### src/rtl/mem_dma.sv
// mem_dma: block FILL/COPY/SUM engine that owns the 16x8 data RAM port while busy
// Ports: start/op/src_addr/dst_addr/len/fill_data issue a command (sampled in IDLE only);
//        busy/done/err/result report it; MemWrite/MemRead/Address/WriteData/MemData_out are the RAM port.
//        All outputs are registered, so bus values are computed from the next state and next index.
module mem_dma #(
  parameter int ADDR_W = 4,
  parameter int DATA_W = 8
) (
  input  logic              clk,
  input  logic              reset,
  input  logic              start,
  input  logic [1:0]        op,
  input  logic [ADDR_W-1:0] src_addr,
  input  logic [ADDR_W-1:0] dst_addr,
  input  logic [ADDR_W:0]   len,
  input  logic [DATA_W-1:0] fill_data,
  output logic              busy,
  output logic              done,
  output logic              err,
  output logic [DATA_W-1:0] result,
  output logic              MemWrite,
  output logic              MemRead,
  output logic [ADDR_W-1:0] Address,
  output logic [DATA_W-1:0] WriteData,
  input  logic [DATA_W-1:0] MemData_out
);
  typedef enum logic [2:0] {IDLE, FILL_WR, CPY_RD, CPY_WR, SUM_RD, DONE} state_t;
  state_t state, nState;
  logic [ADDR_W:0] idx, nIdx, idxInc, lenR;
  logic [ADDR_W-1:0] srcR, dstR, src, dst, nAddr;
  logic [DATA_W-1:0] fillR, fill, hold, nHold, acc, nSum, nWData;
  logic accept, last;
  always_comb begin
    accept = state == IDLE && start;
    idxInc = idx + (ADDR_W+1)'(1);
    last = idxInc == lenR;
    nState = state;
    nIdx = idx;
    case (state)
      IDLE: if (start) begin
        nIdx = '0;
        nState = (len == '0 || op == 2'b11) ? DONE : op == 2'b00 ? FILL_WR : op == 2'b01 ? CPY_RD : SUM_RD;
      end
      FILL_WR, SUM_RD: begin
        nIdx = idxInc;
        nState = last ? DONE : state;
      end
      CPY_RD: nState = CPY_WR;
      CPY_WR: begin
        nIdx = idxInc;
        nState = last ? DONE : CPY_RD;
      end
      default: nState = IDLE;
    endcase
    // on the accepting edge the latches are not loaded yet, so take the command inputs directly
    src = accept ? src_addr : srcR;
    dst = accept ? dst_addr : dstR;
    fill = accept ? fill_data : fillR;
    nHold = state == CPY_RD ? MemData_out : hold;
    nSum = acc + MemData_out;
    nAddr = (nState == FILL_WR || nState == CPY_WR) ? dst + nIdx[ADDR_W-1:0] :
            (nState == CPY_RD || nState == SUM_RD) ? src + nIdx[ADDR_W-1:0] : '0;
    nWData = nState == FILL_WR ? fill : nState == CPY_WR ? nHold : '0;
  end
  always_ff @(posedge clk) begin
    if (reset) begin
      state <= IDLE;
      idx <= '0;
      lenR <= '0;
      srcR <= '0;
      dstR <= '0;
      fillR <= '0;
      hold <= '0;
      acc <= '0;
      busy <= 1'b0;
      done <= 1'b0;
      err <= 1'b0;
      result <= '0;
      MemWrite <= 1'b0;
      MemRead <= 1'b0;
      Address <= '0;
      WriteData <= '0;
    end else begin
      state <= nState;
      idx <= nIdx;
      hold <= nHold;
      busy <= nState != IDLE;
      done <= nState == DONE;
      MemWrite <= nState == FILL_WR || nState == CPY_WR;
      MemRead <= nState == CPY_RD || nState == SUM_RD;
      Address <= nAddr;
      WriteData <= nWData;
      if (accept) begin
        lenR <= len;
        srcR <= src_addr;
        dstR <= dst_addr;
        fillR <= fill_data;
        err <= op == 2'b11;
        acc <= '0;
        if (op == 2'b10 && len == '0) result <= '0;
      end
      if (state == SUM_RD) begin
        acc <= nSum;
        if (last) result <= nSum;
      end
    end
  end
endmodule

### config.mk
export PLATFORM = sky130hd
export DESIGN_NAME = mem_dma
export DESIGN_NICKNAME = d
export VERILOG_FILES = /design/src/rtl/mem_dma.sv
export SDC_FILE = /design/constraint.sdc
export NUM_CORES = 1
export LEC_CHECK = 0
export ABC_AREA = 1
export CORE_UTILIZATION = 30
export CTS_CLUSTER_DIAMETER = 50
export DETAILED_ROUTE_END_ITERATION = 7
export PLACE_DENSITY = 0.65
export SLEW_MARGIN = 20
export SYNTH_ARGS = -nofsm -noshare
export SYNTH_HDL_FRONTEND = slang
export SYNTH_SLANG_ARGS = --single-unit
export TNS_END_PERCENT = 10
### constraint.sdc
create_clock -name clk -period 2.35 [get_ports clk]
set_clock_uncertainty 0.05 [all_clocks]
set_input_delay 0.3525 -clock clk [delete_from_list [all_inputs] [get_ports clk]]
set_output_delay 0.3525 -clock clk [all_outputs]
set_load 0.05 [all_outputs]
-- Yosys cells after proc, flatten, opt, wreduce, memory -nomap -nowiden
Index checks and enable logic that the tools add are counted.
W data, S select, Z words.
- bits in registers: 70
- ROM bits: 0
- output and inout port bits: 25
- RAM bits: 0
- latch bits: 0
- memories: 0
- word-level logic and storage cells: 72
- input port bits: 34
- bitwise logic cells: 0
- $add $sub $neg: 4
- equality and inequality tests: 14
- order comparisons: 0
- reduce and logical (&&, ||, !) cells: 14
- mux-type cells: 23
- shift operators: 0
- $mul: 0
- divide/modulo/power cells: 0
- operator list (operator ; number):
    $mux W8 ; 10
    $mux W3 ; 6
    $mux W4 ; 4
    $eq A3 B2 Y1 const B ; 4
    $pmux W3 S4 ; 1
    $pmux W5 S2 ; 1
    $eq A3 B3 Y1 const B ; 3
    $add A4 B4 Y4 ; 2
    $add A8 B8 Y8 ; 1
    $eq A3 B1 Y1 const B ; 2
    $add A5 B1 Y5 const B ; 1
    $eq A5 B5 Y1 ; 1
    $logic_not A5 Y1 ; 1
    $mux W5 ; 1
    $eq A2 B2 Y1 const B ; 2
    $reduce_bool A2 Y1 ; 2
    $logic_not A3 Y1 ; 1
    $logic_or A1 B1 Y1 ; 3
    $reduce_bool A3 Y1 ; 1
    $reduce_or A3 Y1 ; 1
    $eq A2 B1 Y1 const B ; 1
    $logic_and A1 B1 Y1 ; 2
    $logic_not A2 Y1 ; 1
    $ne A2 B2 Y1 const B ; 1
    2 further kinds ; 2

-- Logic depth before layout (Yosys ltp)
- depth after elaboration: 10
- mapped depth: 17
- depth with buffers taken out: 17

-- Worst setup path after synthesis
OpenSTA, ideal clock, no wires.
- kind: register to register
- from: register state[1]
- to: register Address[3]
- slack: -0.129 ns
- clock period less this slack: 2.479 ns
- data required time: 2.186 ns
- buffers on the path: 1
- arrival: 2.315 ns
- stages on the path, launching flop included: 18
- setup time: 0.114 ns
- cells stage by stage: dfxtp_1 -> inv_2 -> nand3_2 -> inv_2 -> buf_4 -> or2_2 -> o21ai_0 -> inv_1 -> ha_1 -> nand2_1 -> nor2_1 -> a211oi_1 -> xor2_1 -> inv_1 -> nand2_1 -> nand2_1 -> nand4_1 -> nand2_1
- elaborated cells on any way between the ends: 24
- those cells by class: 2 x add/sub; 8 x eq/ne; 8 x mux; 6 x reduce/logical
- RTL lines (item ; line ; RTL):
    start: declaration ; 28 ; state_t state, nState;
    start signal: assignment ; 84 ; state <= nState;
    $logic_not A3 Y1 ; 34 ; accept = state == IDLE && start;
    $logic_and A1 B1 Y1 ; 34 ;
    $mux W4 ; n/a ;
    net src[1] ; 30 ; logic [ADDR_W-1:0] srcR, dstR, src, dst, nAddr;
    $add A4 B4 Y4 ; 62 ; (nState == CPY_RD || nState == SUM_RD) ? src + nIdx[ADDR_W-1:0] : '0;
    $mux W4 ; 62 ;
    $mux W4 ; 61 ; nAddr = (nState == FILL_WR || nState == CPY_WR) ? dst + nIdx[ADDR_W-1:0] :
    end signal: assignment ; 91 ; Address <= nAddr;
    end: declaration ; 23 ; output logic [ADDR_W-1:0] Address,
The timed path passes the listed nets, and every way through them passes these cells.
A chain may end at the register's enable or synchronous reset.

-- Worst setup path after layout
- from: register state[0]
- to: register Address[3]
- elaborated cells on any way between the ends: 24
- those cells by class: 2 x add/sub; 8 x eq/ne; 8 x mux; 6 x reduce/logical
- RTL lines (item ; line):
    $logic_not A3 Y1 ; 34
    $logic_and A1 B1 Y1 ; 34
    $mux W4 ; n/a
    net dst[1] ; 30
    $add A4 B4 Y4 ; 61
    $mux W4 ; 61
The timed path passes the listed nets, and every way through them passes these cells.

==> flow_summary.ini <==
[global_routing]
antenna_found_initial = 0
grt_max_degree = 49
gr-total-overflow = 0
grt_usage = 0.158
grt_pass1_wl_um = 13900
grt_pass1_vias = 3014

[routing]
vias_per_cell = 4.65
drt-total-wl_um = 8480
wl_per_cell_um = 13.1
drtIter0Drc = 75
drc_errors = 0
vias = 3022
ant_nets = 0
first_pass_iters = 4

[logic_synthesis]
syn_inst = 415
synth.distinct_cells = 39
ys_seq_area_frac = 0.399
synth_top_cell_by_area = dfxtp_1
synth_top_cells_by_area = dfxtp_1, nand2_1, a21oi_1
ys_seq_elements = 63
syn_nets = 466
netlist_area_um2 = 3160
yosys.area.top_type_share = 0.399
synth.avg_cell_area_um2 = 7.62
synth_warnings = 0

[layout]
area_delta_synth_final_pct = 41.2
final_cell_area_um2 = 4470
fillers = 1040
diodes = 0
final_util = 0.435
seq_area_um2 = 1270
final_common_cell = nand2_1
final_cell_mix = nand2_1, dfxtp_1, clkdlybuf4s50_1, a21oi_1
multi_input_area_um2 = 1790
drive_above_1_share = 0.239
final_nets = 560

[outcome]
violations = negative setup slack
status = finished, violations left

[timing]
fin_tns_setup_ps = -1.57
fin_crit_ps = 2350
holdWs_ps = 418
setup_viol = 1
rsz0062_at_grt = yes
final_hold_viol_count = 0
fin_ws_ps = -1.57
max_freq_mhz = 425
min_period_over_period = 1.00
slew_headroom = 0.660
worst_slew_pin_slew_ps = 509
drv_slew = 0

[die]
dieArea_um2 = 11000
die_y_um = 105
coreArea_um2 = 10300
io_pins = 59
start_util = 0.308
fp.dieW_um = 105
rows = 37

[power]
combinationalPowerShare = 0.356
power.density_nw_per_um2 = 712
clockPowerShare = 0.263
p_leak_uw = 0.00193
seqPwrFrac = 0.381
ir_drop_mv = 0.300
power.internal_uw = 2020
swShare = 0.365
finalPower_uw = 3180
p_switching_uw = 1160

[clock_network]
cts.clk_slew.worst_paths_ps = 70
cts_buffers = 9
cts_tree = done
cts_sinks = 63
worstSkewPairLatency_ps = 350
h-tree-depth = 3
clock_path_buffers = 2
cts_root_buf = clkbuf_8
ctsHoldBuffers = 0

[worst_setup_path]
crit_required_ps = 2590
critPathKind = flip-flop to flip-flop
cp-start-kind = flip-flop
cp_max_fo = 4
end_kind = flip-flop
crit_arrival_ps = 2600

[job]
cap_violations = 0

[min_path]
hold_class = flip-flop to flip-flop

[place]
postPlaceCellArea_um2 = 4120
gp_congestion = 0.880
portBuffers = 58
dp_hpwl_um = 6020
routing by layer:
layer,up-vias,wire (µm),global-route usage
li1,1537,-,-
met1,1403,3600,0.191
met2,68,4300,0.266
met3,14,430,0.0468
met4,0,154,0.0523
met5,-,0,0
per-stage QoR:
step                      setup WS [ps]  instances
after floorplan                    13.3        415
after global placement             -261        627
after detailed placement           -299        627
after CTS                          13.4        644
after global routing               -158        650
final                             -1.57        650
flip-flops by register name, summed over array words and instances, names as in the netlist, 3 cells and up:
name	flops
idx	5
state	3
lenR	5
fillR	8
srcR	4
acc	8
WriteData	8
result	8
Address	4
dstR	4
worst max-delay path, stage by stage (launching register included):
cell and delay (ps):
dfxtp_4 380, nor2_4 50, nand3_4 110, buf_4 130, clkinv_2 70, or2_2 290, o21ai_2 70, inv_1 70
ha_1 300, a21o_1 180, a21oi_2 130, xor2_1 180, xor2_1 170, nand2_1 80, nand2_1 50
cell families after synthesis:
family / count (synthesis) / synth area share
and+or+nand+nor: 187 / 0.286
AOI/OAI and AO/OA: 78 / 0.136
DFF: 63 / 0.399
buffers and inverters: 59 / 0.0735
adders and majority gates: 17 / 0.0743
xor gates and xnor gates: 10 / 0.0277
muxes: 1 / 0.00316
cells in the mapped netlist:
library cell and count:
nand2_1 90, xnor2_1 3, dfxtp_1 63, clkinv_1 1, nor2_1 31, fa_1 3, nor2_4 2, a21oi_4 1
or2_2 9, nand4_1 5, inv_2 12, ha_1 14, nand3_2 3, o311ai_0 1, nor2_2 5, or2_1 1
o21ai_0 17, buf_4 3, nand2_4 6, clkbuf_1 8, a211oi_1 1, mux2i_1 1, inv_1 34, nor2_8 1
a21oi_1 38, nand2_2 5, o21ai_2 2, nand3b_1 1, o22ai_1 1, nand3_1 25, nand4_2 1, a21oi_2 1
a21o_1 3, buf_1 1, nor3_1 2, o21ai_1 11, a31oi_1 1, a22oi_1 1, xor2_1 7
path summary, 6_finish.rpt:
| path | startpoint | cells past startpoint | end | slack (ps) |
|---|---|---|---|---|
| setup / recovery | state[0] | 14 | Address[3] | -2 |
| hold / removal | err | 2 | err | 420 |
| setup reg to reg | state[0] | 14 | Address[3] | -2 |
| hold reg to reg | err | 2 | err | 420 |
power groups by stage:
stage          clock network [µW]  logic, µW  registers (µW)
2_1_floorplan                   0        529            1360
3_5_place_dp                    0       1040            1230
3_3_place_gp                    0       1030            1230
5_1_grt                       912       1240            1220
4_1_cts                       864       1050            1210
6_report                      836       1130            1210
what timing repair did:
item	4_1_cts	5_1_grt
resized for setup	2	35
pin swaps	1	12
cloned	0	1
setup buffers	1	5
endpoints found under the setup margin	1	3
final cells by class:
type                       instances  area share
multi-input combinational        293       0.401
inverter                          47      0.0406
tap                              136      0.0381
clock buffer                       9      0.0277
sequential                        63       0.285
timing repair buffer              94       0.196
clock inverter                     7      0.0112
timing repair inverter             1     0.00112
Power figures use the tool's default switching activity.
